**config.mk**
```make
export PLATFORM = sky130hd
export DESIGN_NAME = approx_mult_pipe
export DESIGN_NICKNAME = d
export VERILOG_FILES = /design/src/rtl/approx_mult_pipe.sv
export SDC_FILE = /design/constraint.sdc
export NUM_CORES = 1
export LEC_CHECK = 0
export BUFFER_PORTS_ARGS = -buffer_cell sky130_fd_sc_hd__buf_2
export CAP_MARGIN = 20
export CORE_UTILIZATION = 55
export CTS_CLUSTER_SIZE = 12
export DETAILED_ROUTE_END_ITERATION = 12
export PLACE_DENSITY_LB_ADDON = 0.2
export RECOVER_POWER = 50
export SLEW_MARGIN = 30
export SYNTH_ARGS = -nofsm -noshare
export SYNTH_HDL_FRONTEND = slang
export SYNTH_SLANG_ARGS = --single-unit
```
**constraint.sdc**
```tcl
create_clock -name clk -period 6.3 [get_ports clk]
set_clock_uncertainty 0.2 [all_clocks]
set_input_delay 1.89 -clock clk [delete_from_list [all_inputs] [get_ports clk]]
set_output_delay 1.89 -clock clk [all_outputs]
set_load 0.02 [all_outputs]
```
**src/rtl/approx_mult_pipe.sv**
```systemverilog
// approx_mult_pipe: pipelined signed W x W multiplier with a per-transaction
// exact/approximate mode. Approximate mode drops every partial-product bit
// a[i]&b[j] whose column i+j lies below APPROX_COLS. The product is formed
// combinationally ahead of the first register. LATENCY stages then carry it
// under one shared advance enable, and every stage holds when the output stalls.

module approx_mult_pipe #(
    parameter int W           = 8,
    parameter int APPROX_COLS = 4,
    parameter int LATENCY     = 2,
    parameter int TAG_W       = 4
) (
    input  logic               clk,
    input  logic               rst,
    input  logic               in_valid,
    output logic               in_ready,
    input  logic [W-1:0]       a,
    input  logic [W-1:0]       b,
    input  logic               approx,
    input  logic [TAG_W-1:0]   tag,
    output logic               out_valid,
    input  logic               out_ready,
    output logic [2*W-1:0]     y,
    output logic [TAG_W-1:0]   y_tag,
    output logic [15:0]        approx_count
);

    localparam int PW = 2 * W;

    logic               adv;
    logic [PW-1:0]      exact_prod;
    logic [PW-1:0]      trunc_sum;
    logic [PW-1:0]      prod_sel;

    logic [LATENCY-1:0] vld_q;
    logic [LATENCY-1:0] apx_q;
    logic [PW-1:0]      prod_q [LATENCY];
    logic [TAG_W-1:0]   tag_q  [LATENCY];
    logic [15:0]        count_q;

    // Sign-extending both operands to 2W bits makes the low 2W bits of the
    // unsigned product equal the signed product, including (-2^(W-1))^2.
    assign exact_prod = {{W{a[W-1]}}, a} * {{W{b[W-1]}}, b};

    // Sum of the omitted low-column partial products. Every column is below
    // W-1, so only non-sign bits take part and each term is a plain AND.
    always_comb begin
        trunc_sum = '0;
        for (int i = 0; i < W; i++) begin
            for (int j = 0; j < W; j++) begin
                if (i + j < APPROX_COLS) begin
                    trunc_sum = trunc_sum + (PW'(a[i] & b[j]) << (i + j));
                end
            end
        end
    end

    // Mode select ahead of the first stage
    always_comb begin
        prod_sel = exact_prod;
        if (approx) begin
            prod_sel = exact_prod - trunc_sum;
        end
    end

    // Whole pipeline advances together; a stalled output freezes every stage
    assign adv       = !out_valid || out_ready;
    assign in_ready  = adv;
    assign out_valid = vld_q[LATENCY-1];
    assign y         = prod_q[LATENCY-1];
    assign y_tag     = tag_q[LATENCY-1];

    // Pipeline stages: valid bit, product, tag and mode move as one record
    always_ff @(posedge clk) begin
        if (rst) begin
            vld_q <= '0;
            apx_q <= '0;
            for (int k = 0; k < LATENCY; k++) begin
                prod_q[k] <= '0;
                tag_q[k]  <= '0;
            end
        end else if (adv) begin
            vld_q[0]  <= in_valid;
            apx_q[0]  <= approx;
            prod_q[0] <= prod_sel;
            tag_q[0]  <= tag;
            for (int k = 1; k < LATENCY; k++) begin
                vld_q[k]  <= vld_q[k-1];
                apx_q[k]  <= apx_q[k-1];
                prod_q[k] <= prod_q[k-1];
                tag_q[k]  <= tag_q[k-1];
            end
        end
    end

    // Saturating count of approximate results handed to the consumer
    always_ff @(posedge clk) begin
        if (rst) begin
            count_q <= '0;
        end else if (out_valid && out_ready && apx_q[LATENCY-1] && (count_q != 16'hFFFF)) begin
            count_q <= count_q + 16'd1;
        end
    end

    assign approx_count = count_q;

endmodule

```
* Word-level counts from Yosys, hierarchy flattened *
Memories as Yosys holds them, arrays and structs flattened.
Cells that the tools add are included.

operators by class
  $add $sub $neg = 11
  multiply operators = 1
  div/mod/pow operators = 0
  order comparisons = 0
  equal/unequal tests = 1
  shift operators = 0
  muxes and demuxes = 10
  bitwise operators = 14
  reduce and logical (&&, ||, !) cells = 5

operators by type and width
  operator                 number
  $mux W16                 3
  $add A16 B1 Y16 const B  1
  $mul A8 B8 Y16           1
  $ne A16 B16 Y1 const B   1
  $sub A16 B11 Y16         1
  $add A10 B4 Y11          1
  $add A9 B4 Y10           1
  $and A1 B1 Y1            10
  $add A8 B3 Y9            1
  $add A7 B4 Y8            1
  $mux W4                  2
  $add A6 B3 Y7            1
  $add A5 B2 Y6            1
  $add A4 B4 Y5            1
  $mux W1                  5
  $add A3 B3 Y4            1
  $or A1 B1 Y1             4
  $add A1 B2 Y3            1
  $logic_and A1 B1 Y1      3
  $logic_not A1 Y1         1
  $logic_or A1 B1 Y1       1

storage, ports and cells
  register bits after elaboration = 20
  latch bits = 0
  bits in writable memories = 40
  bits in read-only memories = 0
  input port bits = 25
  output and inout bits = 38
  memories = 2

memory list
  memory  words  width  read ports  clocked after Yosys merged registers in  wr ports  RTL line  text
  prod_q  2      16     2           0                                        2         37        logic [PW-1:0] prod_q [LATENCY];
  tag_q   2      4      2           0                                        2         38        logic [TAG_W-1:0] tag_q [LATENCY];

* Longest topological paths before layout *
  depth after elaboration = 13
  gate-level depth with buffers = 20
  depth with buffers taken out = 20

* Least setup slack after synthesis *
No wires, ideal clock.

  path kind = input port to flip-flop
  from = input port a[7]
  to = memory prod_q[0][15] (netlist bit), data pin
  setup time = 0.263 ns
  arrival = 6.267 ns
  data required time = 5.837 ns
  setup slack = -0.430 ns
  cell stages on the path = 17
  path buffers = 1
  path through = and2_1 > fa_1 > inv_1 > fa_1 > inv_1 > fa_1 > inv_1 > fa_1 > inv_1 > ha_1 > clkbuf_1 > a21o_1 > a211o_1 > mux2_2 > o311a_1 > o2111ai_1 > mux2i_1

RTL lines
  what         RTL line  text
  from (decl)  17        input logic [W-1:0] a,
  to (decl)    37

==> results_dict.tcl <==
set metrics [dict create \
    setup_repair_after_global_routing_missed_its_margin "true" \
    number_of_clock_sinks 60 \
    timing.rr.start "approx_count[7]" \
    grt_overflow_total 0 \
    initial_core_util 0.5718 \
    synth.yosys.warnings 0 \
    die_height_um 105.8 \
    gr-usage-all-layers 0.2166 \
    grt_pass1_vias 4507 \
    antenna-diode-count 0 \
    global_route_wire_length_before_repair_mm 19.58 \
    totalNegativeSetupSlack_ns 0 \
    syn_inst 631 \
    hpwl_mm 9.510 \
    timing.critical_path.required_ns 6.27 \
    grt_start_max_net_pins 41 \
    avgRoutedWirePerCell_um 13.33 \
    timing.critical_path.from_type "primary input" \
    numPortBuffers 62 \
    critical_path.slowest_cell "fa_2" \
    critical_path_peak_fanout 8 \
    final_core_utilization 0.7066 \
    power_density_mw_per_mm2 517.2 \
    via_count 4542 \
    area_delta_synth_final_pct 23.57 \
    final.fill_count 815 \
    final_max_slew_viol_count 0 \
    floorplan.core_area_mm2 0.01037 \
    design.final.nets 878 \
    detail-route-antenna-nets 0 \
    cts_tree "done" \
    synth_flop_cell "edfxtp_1" \
    timing.critical_path.slowest_cell_delay_ns 0.60 \
    critPathArrivalTime_ns 6.26 \
    count_of_flip_flops_with_a_built_in_enable_after_synthesis 40 \
    clock_root_buffer "clkbuf_8" \
    clkLatencyLatePin_ns 0.33 \
    tightest_hold_margin_ns 0.2625 \
    post_route_clock_period_utilization 0.9976 \
    fin_area_mm2 0.007327 \
    grt_util_met2 0.3870 \
    post-route-min-period_ns 6.285 \
    maxSlewHeadroom 0.4012 \
    globalRouteMet3Util 0.02968 \
    place.gp.congestion 0.8735 \
    synth_area_per_cell_um2 9.397 \
    cts_made_buffers 9 \
    timing.max_cap.violations 0 \
    placedInstanceArea_mm2 0.006853 \
    finalSetupViolCount 0 \
    share_of_async_settable_or_async_resettable_flops_after_synthesis 0 \
    io-pin-count 63 \
    class_of_the_most_critical_setup_path "in -> reg" \
    grt-busiest-layer "met2" \
    ff_latch_area_mm2 0.001602 \
    wl_mm 11.90 \
    synthesized_netlist_net_count 757 \
    grt_antenna_before_repair 0 \
    cts_hold_repair.buffers 0 \
    cts-root-to-sink-buffers 2 \
    hp-class "reg -> reg" \
    crit_path_start "b[3]" \
    rows 37 \
    netlist_area_pre_place_mm2 0.005929 \
    layout-drive-gt1-share 0.2365 \
    fmax_mhz 159.1 \
    cts.htree.levels 3 \
    critical_path.endpoint_type "register" \
    ir_drop_uv 316.9 \
    post_drt_via_cell_ratio 5.086 \
    area_used_by_multi_input_combinational_logic_mm2 0.004001 \
    worst_path_most_repeated_cell "fa_1" \
    hold_path_startpoint "vld_q[0]" \
    first_pass_iters 4 \
    globalRouteMet1Util 0.2711 \
    transition_time_at_the_pin_with_the_least_slew_margin_ns 0.8982 \
    die-width_um 105.8 \
    final_hold_violating_endpoints 0 \
    synth_seq_area_share 0.2701 \
    critical_path.cell_chain "buf_4 > and2_4 > fa_2 > inv_4 > fa_1 > inv_1 > fa_1 > inv_1 > fa_1 > inv_2 > ha_4 > a21o_1 > a211o_1 > mux2_4 > o311a_1 > o2111ai_2 > mux2i_1" \
    outcome "finished clean" \
    drc 0 \
    die_area_mm2 0.01120 \
    cts.reportedPaths.clkPinSlew_ns 0.07 \
    synthDistinctLibCells 55 \
    detailedRoute.firstIterationViolations 198 \
    total_leakage_power_nw 3.424 \
    ys_ff_latch 60 \
]
[path summary, 6_finish.rpt]
check,slack [ns],depth (start not counted),to
setup / recovery,0.02,17,prod_q[0][15]
hold / removal,0.26,2,vld_q[0]
setup reg to reg,3.95,6,approx_count[15]
hold reg to reg,0.26,2,vld_q[0]
[per-layer routing]
layer  vias up  wire length (um)  part of all wire
met5         -                 0                 0
met4         0               104            0.0087
met3         9               365             0.031
met2        93              6103              0.51
met1      2154              5329              0.45
li1       2286                 -                 -
[power by group]
part	leakage, nW	switching, W	internal (W)
sequential	0.630	0.0000121	0.000511
clock	0.102	0.000149	0.000223
combinational	2.69	0.00145	0.00144
[flip-flops by register name, summed over array words and instances, names as in the netlist, named ones only]
name,cells
approx_count,16
apx_q,2
prod_q,31
tag_q,8
vld_q,2
[layout by cell type (no fill, tap or decap), drive strengths merged, types with 3 or more instances in the layout]
cell,synthesis,layout
or3,6,6
inv,114,114
a21oi,20,20
nor3b,3,3
clkbuf,12,50
fa,59,59
nand2b,8,8
nor2,34,34
a221oi,3,3
o21ai,10,10
o21a,4,4
nand3,14,14
nand4,9,9
mux2i,8,8
a211oi,5,5
and3,7,7
and2,68,68
nor3,6,6
xor2,11,11
nor4,5,5
dfxtp,20,20
xnor2,17,17
nor2b,6,6
nand2,38,38
ha,42,42
edfxtp,40,40
buf,21,103
a21o,14,14
[critical path, delay by kind of cell]
kind,cells,cell delay [ns]
buf+inv,5,0.34
mux,2,0.51
simple gates,1,0.16
fa+ha+maj,5,2.29
compound gates,4,1.06
[what timing repair did]
action	4_1_cts	5_1_grt
setup buffers	2	6
gates resized for setup	6	54
endpoints found under the hold margin	0	0
endpoints found under the setup margin	2	7
pin swaps	10	31
[cell families (layout without fill, tap and decap cells)]
group | count (synthesis) | after routing | synth area share
buf+inv | 147 | 273 | 0.1059
simple gates | 210 | 210 | 0.1916
mux | 10 | 10 | 0.01730
flops | 60 | 60 | 0.2701
fa+ha+maj | 101 | 101 | 0.2878
compound gates | 75 | 75 | 0.08589
xor+xnor | 28 | 28 | 0.04136
[area by class of cell]
class | count | area share
multi-input combinational | 424 | 0.5461
sequential | 60 | 0.2186
timing repair buffer | 143 | 0.1238
inverter | 114 | 0.05874
tap | 136 | 0.02322
clock buffer | 10 | 0.01742
clock inverter | 6 | 0.01212
[synth_stat cells, types with 3 or more instances]
cell | number | area [um2]
mux2i_1 | 8 | 80.08
nand3_1 | 14 | 70.07
nor2_1 | 34 | 127.6
clkbuf_1 | 12 | 45.04
xor2_1 | 11 | 96.34
nand2b_1 | 8 | 50.05
o21a_1 | 4 | 30.03
nor3_1 | 6 | 30.03
nand4_1 | 9 | 56.30
o21ai_0 | 10 | 50.05
xnor2_1 | 17 | 148.9
fa_1 | 59 | 1181
and3_1 | 6 | 37.54
and2_1 | 68 | 425.4
a21o_1 | 14 | 105.1
a21oi_1 | 20 | 100.1
dfxtp_1 | 20 | 400.4
ha_1 | 42 | 525.5
nor2b_1 | 6 | 37.54
a211oi_1 | 5 | 37.54
nor3b_1 | 3 | 22.52
edfxtp_1 | 40 | 1201
nor4_1 | 5 | 31.28
nand2_1 | 38 | 142.6
inv_1 | 114 | 427.9
or3_1 | 4 | 25.02
buf_4 | 20 | 150.1
[stage by stage]
stage / setup slack [ns] / power, W / std cells
after floorplan: -0.2060 / 0.002180 / 631
after global placement: -0.3048 / 0.002865 / 869
after detailed placement: -0.3830 / 0.002946 / 869
after CTS: 0.0007652 / 0.003373 / 887
after global routing: -0.1333 / 0.004085 / 893
final: 0.01539 / 0.003789 / 893
Power figures use the tool's default switching activity.
